File: src/rtl/serial_adder.sv
// Multi-cycle adder: WIDTH-bit a + b + cin, one DIGIT-bit ripple slice per clock.
// Latency WIDTH/DIGIT + 1 edges from accepted start to done; start ignored while busy.
module serial_adder #(
  parameter int WIDTH = 8,
  parameter int DIGIT = 1
) (
  input  logic             clk,
  input  logic             rst,
  input  logic             start,
  input  logic [WIDTH-1:0] a,
  input  logic [WIDTH-1:0] b,
  input  logic             cin,
  output logic             busy,
  output logic             done,
  output logic [WIDTH-1:0] sum,
  output logic             cout,
  output logic             overflow
);

  localparam int N  = WIDTH / DIGIT;
  localparam int CW = (N > 1) ? $clog2(N) : 1;
  localparam logic [CW-1:0] LAST = CW'(N - 1);

  localparam logic [1:0] IDLE = 2'd0;
  localparam logic [1:0] RUN  = 2'd1;
  localparam logic [1:0] DONE = 2'd2;

  if (WIDTH < 2 || (WIDTH % DIGIT) != 0) begin : g_bad_params
    $error("serial_adder: WIDTH must be >= 2 and a multiple of DIGIT");
  end

  logic [1:0]       state_q, state_d;
  logic [WIDTH-1:0] a_sh_q, a_sh_d;
  logic [WIDTH-1:0] b_sh_q, b_sh_d;
  logic             carry_q, carry_d;
  logic [CW-1:0]    cnt_q, cnt_d;
  logic [WIDTH-1:0] sum_q, sum_d;
  logic             cout_q, cout_d;
  logic             ovf_q, ovf_d;

  logic [DIGIT-1:0] slice_sum;
  logic             slice_cout;
  logic             c_msb;
  logic [WIDTH-1:0] s_full;
  logic             accept;
  logic             last;

  always_comb begin : slice_add
    logic c;
    c         = carry_q;
    c_msb     = carry_q;
    slice_sum = '0;
    for (int i = 0; i < DIGIT; i++) begin
      if (i == DIGIT - 1) c_msb = c;
      slice_sum[i] = a_sh_q[i] ^ b_sh_q[i] ^ c;
      c = (a_sh_q[i] & b_sh_q[i]) | (c & (a_sh_q[i] ^ b_sh_q[i]));
    end
    slice_cout = c;
  end

  // Earlier slices sit in the top of s_sh; the current slice completes the word.
  if (DIGIT < WIDTH) begin : g_sh
    logic [WIDTH-DIGIT-1:0] s_sh_q;
    always_ff @(posedge clk or posedge rst) begin
      if (rst)                 s_sh_q <= '0;
      else if (accept)         s_sh_q <= '0;
      else if (state_q == RUN) s_sh_q <= s_full[WIDTH-1:DIGIT];
    end
    assign s_full = {slice_sum, s_sh_q};
  end else begin : g_nosh
    assign s_full = slice_sum;
  end

  assign accept = start && (state_q == IDLE || state_q == DONE);
  assign last   = (cnt_q == LAST);

  always_comb begin
    state_d = state_q;
    a_sh_d  = a_sh_q;
    b_sh_d  = b_sh_q;
    carry_d = carry_q;
    cnt_d   = cnt_q;
    sum_d   = sum_q;
    cout_d  = cout_q;
    ovf_d   = ovf_q;
    case (state_q)
      IDLE, DONE: begin
        if (accept) begin
          a_sh_d  = a;
          b_sh_d  = b;
          carry_d = cin;
          cnt_d   = '0;
          state_d = RUN;
        end else begin
          state_d = IDLE;
        end
      end
      RUN: begin
        a_sh_d  = a_sh_q >> DIGIT;
        b_sh_d  = b_sh_q >> DIGIT;
        carry_d = slice_cout;
        if (last) begin
          state_d = DONE;
          sum_d   = s_full;
          cout_d  = slice_cout;
          ovf_d   = c_msb ^ slice_cout;
        end else begin
          cnt_d = cnt_q + CW'(1);
        end
      end
      default: state_d = IDLE;
    endcase
  end

  always_ff @(posedge clk or posedge rst) begin
    if (rst) begin
      state_q <= IDLE;
      a_sh_q  <= '0;
      b_sh_q  <= '0;
      carry_q <= 1'b0;
      cnt_q   <= '0;
      sum_q   <= '0;
      cout_q  <= 1'b0;
      ovf_q   <= 1'b0;
    end else begin
      state_q <= state_d;
      a_sh_q  <= a_sh_d;
      b_sh_q  <= b_sh_d;
      carry_q <= carry_d;
      cnt_q   <= cnt_d;
      sum_q   <= sum_d;
      cout_q  <= cout_d;
      ovf_q   <= ovf_d;
    end
  end

  assign busy     = (state_q == RUN);
  assign done     = (state_q == DONE);
  assign sum      = sum_q;
  assign cout     = cout_q;
  assign overflow = ovf_q;

endmodule

File: config.mk
export PLATFORM = sky130hd
export DESIGN_NAME = serial_adder
export DESIGN_NICKNAME = d
export VERILOG_FILES = /design/src/rtl/serial_adder.sv
export SDC_FILE = /design/constraint.sdc
export NUM_CORES = 1
export LEC_CHECK = 0
export BUFFER_PORTS_ARGS = -buffer_cell sky130_fd_sc_hd__buf_2
export CORE_UTILIZATION = 32
export DETAILED_ROUTE_END_ITERATION = 10
export GPL_TIMING_DRIVEN = 0
export SYNTH_ARGS = -nofsm -noshare
export SYNTH_HDL_FRONTEND = slang
export SYNTH_SLANG_ARGS = --single-unit
File: constraint.sdc
create_clock -name clk -period 3.75 [get_ports clk]
set_input_delay 0 -clock clk [delete_from_list [all_inputs] [get_ports clk]]
set_output_delay 0 -clock clk [all_outputs]
set_load 0.005 [all_outputs]
== Word level (Yosys, flattened, before mapping) ==
Cells that the tools add are included.

* Input port bits: 20
* Output and inout port bits: 12
* Logic and storage cells: 45
* Flip-flop bits (word level): 39

* Multiplexer cells: 14
* Bitwise gates (word level): 6
* Equal/unequal tests: 6
* $add $sub $neg: 1
* Reduce and logical (&&, ||, !) cells: 9

{| class="wikitable"
|+ Operators by type and width
! cell !! number
|-
| 8-bit one-hot mux with 2 select lines || 2
|-
| 8-bit two-way mux || 2
|-
| 7-bit two-way mux || 2
|-
| 3-bit two-way mux || 2
|-
| 3-bit one-hot mux with 2 select lines || 1
|-
| 2-bit inequality test, second input constant || 2
|-
| 2-bit one-hot mux with 2 select lines || 1
|-
| 2-bit AND reduction || 2
|-
| 2-bit nonzero test || 2
|-
| 3-bit by 1-bit adder with 3-bit output, second input constant || 1
|-
| 3-bit == test, second input constant || 1
|-
| 3-bit AND reduction || 1
|-
| 1-bit bitwise XOR || 3
|-
| 1-bit AND || 2
|-
| 2-bit by 1-bit == test with 1-bit output, second input constant || 1
|-
| 2-bit == test, second input constant || 1
|-
| 2-bit zero test || 1
|-
| 1-bit two-way mux || 2
|-
| 2-bit two-way mux || 1
|-
| 2-bit by 1-bit inequality test with 1-bit output, second input constant || 1
|-
| 1-bit one-hot mux with 2 select lines || 1
|-
| 2-bit OR reduction || 1
|-
| 1-bit logical AND || 1
|-
| 1-bit logical OR || 1
|-
| 1-bit bitwise OR || 1
|}

== Logic depth before layout (Yosys ltp) ==
Gate-level depths: netlist of the first run.

* Depth after elaboration: 5
* Gate-level depth with buffers: 6
* Gate-level depth less buffers: 5

== Least setup slack after synthesis of the first run ==
Ideal clock, no wire load.

* Path type: reg-to-reg
* Start: register cnt_q[0]
* End: register cout_q (netlist: cout)
* Path slack: 2201 ps
* Data required time: 3625 ps
* Stages on the path, launching flop included: 6
* Setup time: 125 ps
* Period minus slack after synthesis: 1549 ps
* Path buffers: 1
* Data arrival time: 1425 ps
* Cell sequence: dfrtp_1 -> ha_1 -> ha_1 -> nand3b_1 -> buf_2 -> mux2_2

* Longest elaborated chain between the ends: 2

{| class="wikitable"
|+ RTL lines
! what !! line !! source
|-
| start, declared || 36 || <nowiki>logic [CW-1:0] cnt_q, cnt_d;</nowiki>
|-
| start signal, assigned || 130 || <nowiki>cnt_q <= cnt_d;</nowiki>
|-
| 3-bit == test || 75 || <nowiki>assign last = (cnt_q == LAST);</nowiki>
|-
| 2-bit AND reduction (no line) || n/a ||
|-
| end signal, assigned || 132 || <nowiki>cout_q <= cout_d;</nowiki>
|-
| end, declared || 38 || <nowiki>logic cout_q, cout_d;</nowiki>
|}

Every way passes these cells.
A chain may end at the register's enable or synchronous reset.

== Worst setup path after layout of the first run ==
* Start: register cnt_q[0]
* End: register sum_q[2] (netlist: sum[2])

* Longest elaborated chain between the ends: 2

{| class="wikitable"
|+ RTL lines
! what !! line !! source
|-
| 3-bit == test || 75 ||
|-
| 2-bit AND reduction (no line) || n/a ||
|-
| end signal, assigned || 131 || <nowiki>sum_q <= sum_d;</nowiki>
|-
| end, declared || 37 || <nowiki>logic [WIDTH-1:0] sum_q, sum_d;</nowiki>
|}

Every way passes these cells.

==> flow_summary.ini, run 1 <==
[route]
routed_wirelength_um = 3550
highest_layer = met4
detailedRoute.firstPassIterationCount = 4
wire_per_inst_um = 13.0
number_of_vias_in_the_routed_layout = 1288
wl_met1_um = 1700
route.antenna.remaining_nets = 0
met2_length_um = 1650
post_drt_via_cell_ratio = 4.74
drt_iter0_markers = 34
remaining_drc_errors = 0
route.met3.wl_um = 114

[timing]
period_minus_slack_ns = 1.70
timing.final.setup_violations = 0
finalMaxSlewViolations = 0
slew_at_the_pin_closest_to_its_max_slew_limit_ns = 0.800
final.period_utilization_pct = 45.4
fin_setup_tns_ns = 0
rsz0062_at_grt = no
fmaxAchievable_mhz = 587
final-hold-violation-count = 1
worst_clock_skew_ns = 0.00606
fin_worst_hold_slack_ns = -0.000221
maxSlewHeadroom_pct = 46.6

[pwr]
powerDensity_mw_per_mm2 = 738
static-leakage-power_nw = 1.09
vdd_drop_max_mv = 0.299

[floorplanning]
die_width_um = 75.2
io_pins = 32
dieArea_mm2 = 0.00565
fp-row-count = 26
die_y_um = 75.2
floorplan.initialDensity_pct = 33.3
design.core.area_mm2 = 0.00514

[setup_path]
setup.worst_path.start_class = flop
crit_fanout = 10
crit_type = flop to flop
setup.worst_path.end_class = flop
cp.arrival_ns = 1.88
cp.required_ns = 3.93
reg2reg_setup_slack_ns = 2.05

[clock_network]
post-cts-setup-buffers = 0
tritoncts = done
cts_htree_levels = 2
number_of_sinks_driven_by_the_clock_tree = 39
clk_root_buffer_cell = sky130_fd_sc_hd__clkbuf_8
worst_setup_hold_path_clk_slew_ns = 0.08
cts_buffers = 5
worstSkewPairLatency_ns = 0.29
cts-root-to-sink-buffers = 2
cts-resized-gates = 0

[place]
buffer_ports.inserted = 30
place_area_mm2 = 0.00195
final_weighted_congestion_of_routability_driven_global_placement = 0.782
dpl.hpwl_um = 2270

[job]
max-cap-violations = 0

[synthesis]
postSynth.topFlopCell = sky130_fd_sc_hd__dfrtp_1
netlist.top_cell.by_area = sky130_fd_sc_hd__dfrtp_1
syn-instance-count = 147
number_of_flops_mapped_to_enable_cells_by_yosys = 0
ys_types = 27
synth_area_mm2 = 0.00171
synth_seq_cells = 39
synthesized_netlist_net_count = 170
synth-async-reset-ratio_pct = 100
synth_area_per_cell_um2 = 11.7
synth_most_common_cell = sky130_fd_sc_hd__dfrtp_1
yosys_warnings = 0
yosys-top-cells-area = sky130_fd_sc_hd__dfrtp_1 (57%), sky130_fd_sc_hd__mux2_2 (9.9%), sky130_fd_sc_hd__a22o_1 (4.6%), sky130_fd_sc_hd__a21oi_1 (4.4%), sky130_fd_sc_hd__o22ai_1 (4.4%)
synthDominantCellAreaShare_pct = 56.9
netlist_top_cells_count = sky130_fd_sc_hd__dfrtp_1 (39), sky130_fd_sc_hd__a21oi_1 (15), sky130_fd_sc_hd__inv_1 (15), sky130_fd_sc_hd__mux2_2 (15), sky130_fd_sc_hd__o22ai_1 (12)
synth-seq-area-share_pct = 56.9

[global_routing]
grt_antenna_before_repair = 0
grt.total_usage_pct = 15.1
first_pass_grt_wire_length_um = 6130
grt_remaining_overflow = 0
maximum_number_of_pins_on_one_net_before_global_route_repair = 40
number_of_global_route_vias_before_repair = 1295

[outcome]
status = complete, but fails checks
failing_checks = negative hold slack

[finish]
layout.filler_cells = 549
fin_nets = 224
num_antenna_cells = 0
flow.area_growth_from_synthesis_pct = 29.6
post_route_cells_drive_above_1_share_pct = 30.2
post-route-cell-area_mm2 = 0.00222

[hold_path]
timing.hold.worst.class = input pin to flop
==> state kept, by name, indices dropped and copies added (netlist names) <==
name	flops
a_sh_q	8
b_sh_q	8
sum	8
g_sh.s_sh_q	7
cnt_q	3
state_q	2
c_msb	1
cout	1
overflow	1
==> critical path, stage by stage (launching register included) <==
cell and delay (ns):
sky130_fd_sc_hd__dfrtp_1 0.41, sky130_fd_sc_hd__ha_1 0.21, sky130_fd_sc_hd__ha_1 0.21, sky130_fd_sc_hd__nand3b_1 0.15, sky130_fd_sc_hd__buf_2 0.26, sky130_fd_sc_hd__mux2_2 0.36
==> cell families after synthesis <==
kind of cell | count (synthesis) | synth area share (%)
buf+inv | 23 | 5.84
flops | 39 | 56.9
compound gates | 43 | 16.1
xor+xnor | 1 | 0.511
fa+ha+maj | 3 | 2.63
simple gates | 20 | 6.35
mux | 18 | 11.6
==> timing repair <==
| item | 4_1_cts | 5_1_grt |
|---|---|---|
| hold endpoints to repair | 55 | 0 |
| hold buffers | 17 | 0 |
| endpoints found under the setup margin | 0 | 0 |
==> layer usage <==
layer  vias to the layer above  global-route usage, %
met1                       614                   19.9
met3                         9                   4.02
met2                        28                   23.0
met5                         -                      0
li1                        637                      -
met4                         0                   7.41
==> report_power, final <==
group	switching (mW)	internal, mW	leakage, nW
sequential	0.122	0.606	0.479
clock	0.142	0.168	0.0515
combinational	0.288	0.314	0.563
==> final timing paths <==
check / startpoint / endpoint / cells after the start
hold / removal: a[6] / a_sh_q[6] / 3
setup reg to reg: cnt_q[0] / sum[2] / 5
max in group asynchronous: rst / a_sh_q[4] / 3
hold reg to reg: overflow / overflow / 2
setup / recovery: cnt_q[0] / sum[2] / 5
min in group asynchronous: rst / b_sh_q[3] / 3
==> cells in the final DEF (no fill, tap or decap), types with 2 or more instances in the layout <==
cell type	count
sky130_fd_sc_hd__inv_1	14
sky130_fd_sc_hd__buf_2	34
sky130_fd_sc_hd__mux2_2	15
sky130_fd_sc_hd__nand3_1	4
sky130_fd_sc_hd__a211oi_1	3
sky130_fd_sc_hd__ha_1	2
sky130_fd_sc_hd__nor2b_1	5
sky130_fd_sc_hd__dlygate4sd3_1	17
sky130_fd_sc_hd__nand2_1	5
sky130_fd_sc_hd__dfrtp_1	39
sky130_fd_sc_hd__buf_4	2
sky130_fd_sc_hd__a21oi_1	15
sky130_fd_sc_hd__nand2b_1	2
sky130_fd_sc_hd__clkbuf_8	7
sky130_fd_sc_hd__o22ai_1	12
sky130_fd_sc_hd__a22o_1	9
sky130_fd_sc_hd__mux2i_1	3
==> metrics by stage <==
step / utilization [%] / setup WS [ns] / hold WS [ns] / std cells / power [mW]
global route: 43.2 / 1.97 / 0.00963 / 272 / 1.79
CTS: 43.2 / 2.02 / 0.000500 / 272 / 1.66
detailed placement: 38.0 / 2.03 / 0.214 / 247 / 1.33
global placement: 38.0 / 2.04 / 0.219 / 247 / 1.32
floorplan: - / 2.20 / 0.133 / 147 / 1.15
finish: 43.2 / 2.05 / -0.000221 / 272 / 1.64
==> layout make-up <==
cell class	instances	area (um2)	share of cell area, %
clock buffers	8	100	4.50
well taps	70	87.6	3.94
flip-flops and latches	39	976	43.9
inverters	15	56.3	2.53
repair buffers	47	320	14.4
multi-input cells	85	638	28.7
plain buffers	8	43.8	1.97
Note: power is estimated with default switching activity, not from simulation.
==> inputs of run 2 (changes only) <==
==> constraint.sdc (replaced) <==
create_clock -name clk -period 1.4 [get_ports clk]
set_input_delay 0 -clock clk [delete_from_list [all_inputs] [get_ports clk]]
set_output_delay 0 -clock clk [all_outputs]
set_load 0.005 [all_outputs]
==> flow_summary.ini, run 2 (synthesis results as in run 1) <==
[clock_network]
cts_htree_levels = 2
cts-root-to-sink-buffers = 2
clk_root_buffer_cell = sky130_fd_sc_hd__clkbuf_8
worst_setup_hold_path_clk_slew_ns = 0.08
cts_buffers = 5
number_of_sinks_driven_by_the_clock_tree = 39
worstSkewPairLatency_ns = 0.28
tritoncts = done

[timing]
fin_worst_hold_slack_ns = -0.00275
final-hold-violation-count = 2
maxSlewHeadroom_pct = 45.1
final.period_utilization_pct = 109
period_minus_slack_ns = 1.52
slew_at_the_pin_closest_to_its_max_slew_limit_ns = 0.822
timing.final.setup_violations = 10
fmaxAchievable_mhz = 658
final.setup.worst_slack_ns = -0.120
worst_clock_skew_ns = 0.00305
rsz0062_at_grt = yes
finalMaxSlewViolations = 0

[place]
dpl.hpwl_um = 2300
placement.setup.worst_slack_ns = -0.150
buffer_ports.inserted = 30
final_weighted_congestion_of_routability_driven_global_placement = 0.735

[global_routing]
grt_util_met2_pct = 23.6
grt_remaining_overflow = 0
number_of_global_route_vias_before_repair = 1260
grt.total_usage_pct = 14.9
globalRouteMet3Util_pct = 4.28
maximum_number_of_pins_on_one_net_before_global_route_repair = 40
grt_most_used_layer = met2
grt_antenna_before_repair = 0
met1_track_demand_over_resource_in_global_routing_pct = 19.9
first_pass_grt_wire_length_um = 6180

[outcome]
failing_checks = negative hold slack, negative setup slack
status = complete, but fails checks

[route]
remaining_drc_errors = 0
drt_iter0_markers = 16
number_of_vias_in_the_routed_layout = 1297
route.antenna.remaining_nets = 0
routed_wirelength_um = 3710
wire_per_inst_um = 13.5
detailedRoute.firstPassIterationCount = 4
post_drt_via_cell_ratio = 4.72

[finish]
fin_nets = 227
post_route_cells_drive_above_1_share_pct = 38.5
mostFrequentLayoutCell = sky130_fd_sc_hd__dfrtp_1
num_antenna_cells = 0
highest_count_cells_in_the_layout_ignoring_fill_and_taps = sky130_fd_sc_hd__dfrtp_1 (38), sky130_fd_sc_hd__buf_2 (32), sky130_fd_sc_hd__a21oi_1 (15)
flow.area_growth_from_synthesis_pct = 37.6

[pwr]
vdd_drop_max_mv = 0.845
static-leakage-power_nw = 1.17
powerDensity_mw_per_mm2 = 2040

[floorplanning]
die_width_um = 75.2
die_y_um = 75.2
dieArea_mm2 = 0.00565
floorplan.initialDensity_pct = 33.3
io_pins = 32
design.core.area_mm2 = 0.00514
fp-row-count = 26

[setup_path]
setup.worst_path.end_class = flop
cp.required_ns = 1.57
cp.arrival_ns = 1.69
crit_type = flop to flop
setup.worst_path.start_class = flop
crit_fanout = 5

[job]
max-cap-violations = 0

[hold_path]
timing.hold.worst.class = input pin to flop
==> run 2: cell types whose count changed in the layout (fill, tap and decap cells not counted), moves of 2 or more <==
cell	previous run	this run
sky130_fd_sc_hd__nand3_2	0	2
sky130_fd_sc_hd__mux2_4	0	9
sky130_fd_sc_hd__dlygate4sd3_1	17	14
sky130_fd_sc_hd__ha_1	2	0
sky130_fd_sc_hd__nand3_1	4	2
sky130_fd_sc_hd__mux2_2	15	6
sky130_fd_sc_hd__buf_4	2	7
sky130_fd_sc_hd__buf_2	34	32
sky130_fd_sc_hd__buf_6	0	3
==> run 2: worst paths after layout <==
kind	from	endpoint	slack [ns]	depth (start not counted)
max in group asynchronous	rst	state_q[0]	0.41	3
min in group asynchronous	rst	a_sh_q[1]	0.42	3
hold reg to reg	sum[5]	sum[5]	0.51	1
hold / removal	b[1]	b_sh_q[1]	-0.003	3
setup / recovery	cnt_q[0]	sum[1]	-0.12	5
setup reg to reg	cnt_q[0]	sum[1]	-0.12	5
==> run 2: final cells by class <==
cell class	count	area, um2
well taps	70	87.6
clock inverters	2	35.0
repair buffers	50	343
multi-input cells	85	721
flip-flops and latches	39	977
clock buffers	6	82.6
inverters	15	56.3
plain buffers	8	56.3
fillers	508	2780
==> run 2: metal layers <==
layer,vias up,routed length [um]
met5,-,0
met4,0,38
met3,4,134
met2,25,1830
met1,636,1710
li1,632,-
==> run 2: repair_timing <==
item / 4_1_cts / 5_1_grt
hold buffers: 14 / 0
setup buffers: 5 / 0
resized for setup: 8 / 12
pin swaps: 0 / 2
endpoints found under the hold margin: 52 / 0
endpoints found under the setup margin: 21 / 27
cloned: 1 / 0
==> run 2: critical path, stage by stage (launching register included) <==
cell	delay, ns
sky130_fd_sc_hd__dfrtp_1	0.40
sky130_fd_sc_hd__ha_2	0.20
sky130_fd_sc_hd__ha_4	0.16
sky130_fd_sc_hd__nand3b_1	0.18
sky130_fd_sc_hd__buf_6	0.18
sky130_fd_sc_hd__mux2_4	0.30
==> run 2: where the power goes <==
part	internal, mW	switching, mW	leakage, nW	total, mW
Sequential	1.62	0.347	0.478	1.97
Combinational	1.04	0.845	0.626	1.88
Clock	0.577	0.391	0.0612	0.968
==> run 2: metrics by stage <==
step / cell area [um2] / utilization, % / cells / total power, mW / TNS [ns]
CTS: 2320 / 45.2 / 275 / 4.79 / -1.00
global route: 2360 / 45.9 / 275 / 5.20 / -1.83
detailed placement: 2000 / 38.9 / 247 / 3.67 / -1.48
global placement: 2000 / 38.9 / 247 / 3.61 / -3.20
floorplan: 1760 / - / 147 / 3.18 / -0.264
finish: 2360 / 45.9 / 275 / 4.82 / -0.925
==> inputs of run 3 (changes only) <==
--- a/config.mk
+++ b/config.mk
@@ -8,7 +8,7 @@
 export BUFFER_PORTS_ARGS = -buffer_cell sky130_fd_sc_hd__buf_2
 export CORE_UTILIZATION = 32
 export DETAILED_ROUTE_END_ITERATION = 10
-export GPL_TIMING_DRIVEN = 0
+export GPL_TIMING_DRIVEN = 1
 export SYNTH_ARGS = -nofsm -noshare
 export SYNTH_HDL_FRONTEND = slang
 export SYNTH_SLANG_ARGS = --single-unit
==> constraint.sdc (replaced) <==
create_clock -name clk -period 1.6 [get_ports clk]
set_input_delay 0.32 -clock clk [delete_from_list [all_inputs] [get_ports clk]]
set_output_delay 0.32 -clock clk [all_outputs]
set_load 0.005 [all_outputs]
==> flow_summary.ini, run 3 (synthesis results as in run 1) <==
[timing]
final.period_utilization_pct = 97.2
timing.final.setup_violations = 0
slew_at_the_pin_closest_to_its_max_slew_limit_ns = 0.504
rsz0062_at_grt = yes
fin_setup_tns_ns = 0
period_minus_slack_ns = 1.55
final-hold-violation-count = 0
fin_worst_hold_slack_ns = 0.124
maxSlewHeadroom_pct = 66.4
fmaxAchievable_mhz = 643
worst_clock_skew_ns = 0.0139
finalMaxSlewViolations = 0

[finish]
num_antenna_cells = 0
fin_nets = 214
highest_count_cells_in_the_layout_ignoring_fill_and_taps = sky130_fd_sc_hd__dfrtp_1 (37), sky130_fd_sc_hd__buf_2 (31), sky130_fd_sc_hd__inv_1 (15), sky130_fd_sc_hd__a21oi_1 (15)
flow.area_growth_from_synthesis_pct = 28.1
post_route_cells_drive_above_1_share_pct = 38.5
mostFrequentLayoutCell = sky130_fd_sc_hd__dfrtp_1

[hold_path]
timing.hold.worst.class = input pin to async pin

[route]
routed_wirelength_um = 3440
drt_iter0_markers = 47
number_of_vias_in_the_routed_layout = 1248
detailedRoute.firstPassIterationCount = 4
route.antenna.remaining_nets = 0
remaining_drc_errors = 0
post_drt_via_cell_ratio = 4.76
wire_per_inst_um = 13.1

[clock_network]
cts-root-to-sink-buffers = 2
cts_buffers = 5
worstSkewPairLatency_ns = 0.30
holdBufCountCts = 0
worst_setup_hold_path_clk_slew_ns = 0.09
number_of_sinks_driven_by_the_clock_tree = 39
cts_htree_levels = 2
clk_root_buffer_cell = sky130_fd_sc_hd__clkbuf_8
tritoncts = done

[floorplanning]
io_pins = 32
floorplan.initialDensity_pct = 33.3
dieArea_mm2 = 0.00565
fp-row-count = 26
die_y_um = 75.2
die_width_um = 75.2
design.core.area_mm2 = 0.00514

[setup_path]
cp.required_ns = 1.77
setup.worst_path.end_class = flop
crit_type = flop to flop
worst_path_largest_cell_delay_ns = 0.40
worstReg2RegEnd = cout
cp.arrival_ns = 1.73
crit_fanout = 6
setup.worst_path.start_class = flop
worst-r2r-cell-count = 5
regToRegStartpoint = cnt_q[0]
cpMaxStageDelayCell = sky130_fd_sc_hd__dfrtp_1
reg2reg_setup_slack_ns = 0.05
path_cells = ha_2, ha_4, nand3b_1, buf_12, mux2_2

[global_routing]
grt.total_usage_pct = 13.7
grt_antenna_before_repair = 0
grt_remaining_overflow = 0
maximum_number_of_pins_on_one_net_before_global_route_repair = 40
first_pass_grt_wire_length_um = 5660
number_of_global_route_vias_before_repair = 1221

[pwr]
netSwitchingPower_mw = 1.35
combPwrFrac_pct = 37.1
pwr-share-clk_pct = 20.3
switching_share_pct = 33.1
vdd_drop_max_mv = 0.774
powerDensity_mw_per_mm2 = 1850
intPower_mw = 2.72
seq_power_share_pct = 42.6
static-leakage-power_nw = 1.10

[place]
buffer_ports.inserted = 31
dpl.hpwl_um = 2230
final_weighted_congestion_of_routability_driven_global_placement = 0.785

[job]
max-cap-violations = 0

[outcome]
status = finished clean
==> run 3: repair_timing <==
item                       CTS  global route
setup endpoints to repair    2             8
resized for setup            3             7
setup buffers                2             2
cloned                       0             1
pin swaps                    0             1
==> run 3: worst max-delay path by stage <==
stage / to / cells after the start / startpoint
after floorplan: cout / 5 / cnt_q[0]
after global placement: sum[1] / 5 / cnt_q[0]
after detailed placement: sum[7] / 5 / cnt_q[0]
after CTS: sum[7] / 5 / cnt_q[0]
after global routing: sum[4] / 5 / cnt_q[0]
final: cout / 5 / cnt_q[0]
==> run 3: per-stage QoR <==
step                std cells  utilization, %  area [um2]  total power [mW]  worst slack (ns)
global route              262            42.7        2200              4.40          0.000216
detailed placement        249            38.8        1990              3.16            0.0600
floorplan                 147               -        1710              2.70            0.0506
global placement          249            38.8        1990              3.12             0.103
finish                    262            42.7        2200              4.07            0.0452
CTS                       259            41.4        2130              4.01            0.0413
==> run 3: worst max-delay path: cells and delay by family, from the launching register on <==
| family | cells | cell delay (ns) |
|---|---|---|
| simple gates | 1 | 0.20 |
| buf+inv | 1 | 0.16 |
| fa+ha+maj | 2 | 0.36 |
| flops | 1 | 0.40 |
| mux | 1 | 0.32 |
==> run 3: power groups by stage <==
stage                     clock (mW)  sequential [mW]  combinational, mW
final                          0.825             1.74               1.51
after global routing           0.883             1.81               1.71
after CTS                      0.842             1.74               1.43
after detailed placement           0             1.75               1.41
after global placement             0             1.75               1.37
after floorplan                    0             1.66               1.04
==> run 3: layout make-up <==
type                    count  area, um2
multi-input cells          85        671
fillers                   541       2940
flip-flops and latches     39        978
clock inverters             3       43.8
clock buffers               5       68.8
inverters                  15       56.3
repair buffers             45        290
well taps                  70       87.6
==> run 3: metal layers <==
metal | GRT usage (%) | share of wire, % | wire length [um] | vias to the layer above
met1 | 17.4 | 47 | 1630 | 595
met2 | 22.2 | 46 | 1580 | 31
met5 | 0 | 0 | 0 | -
met4 | 6.17 | 1.9 | 65 | 0
li1 | - | - | - | 615
met3 | 3.48 | 4.9 | 167 | 7
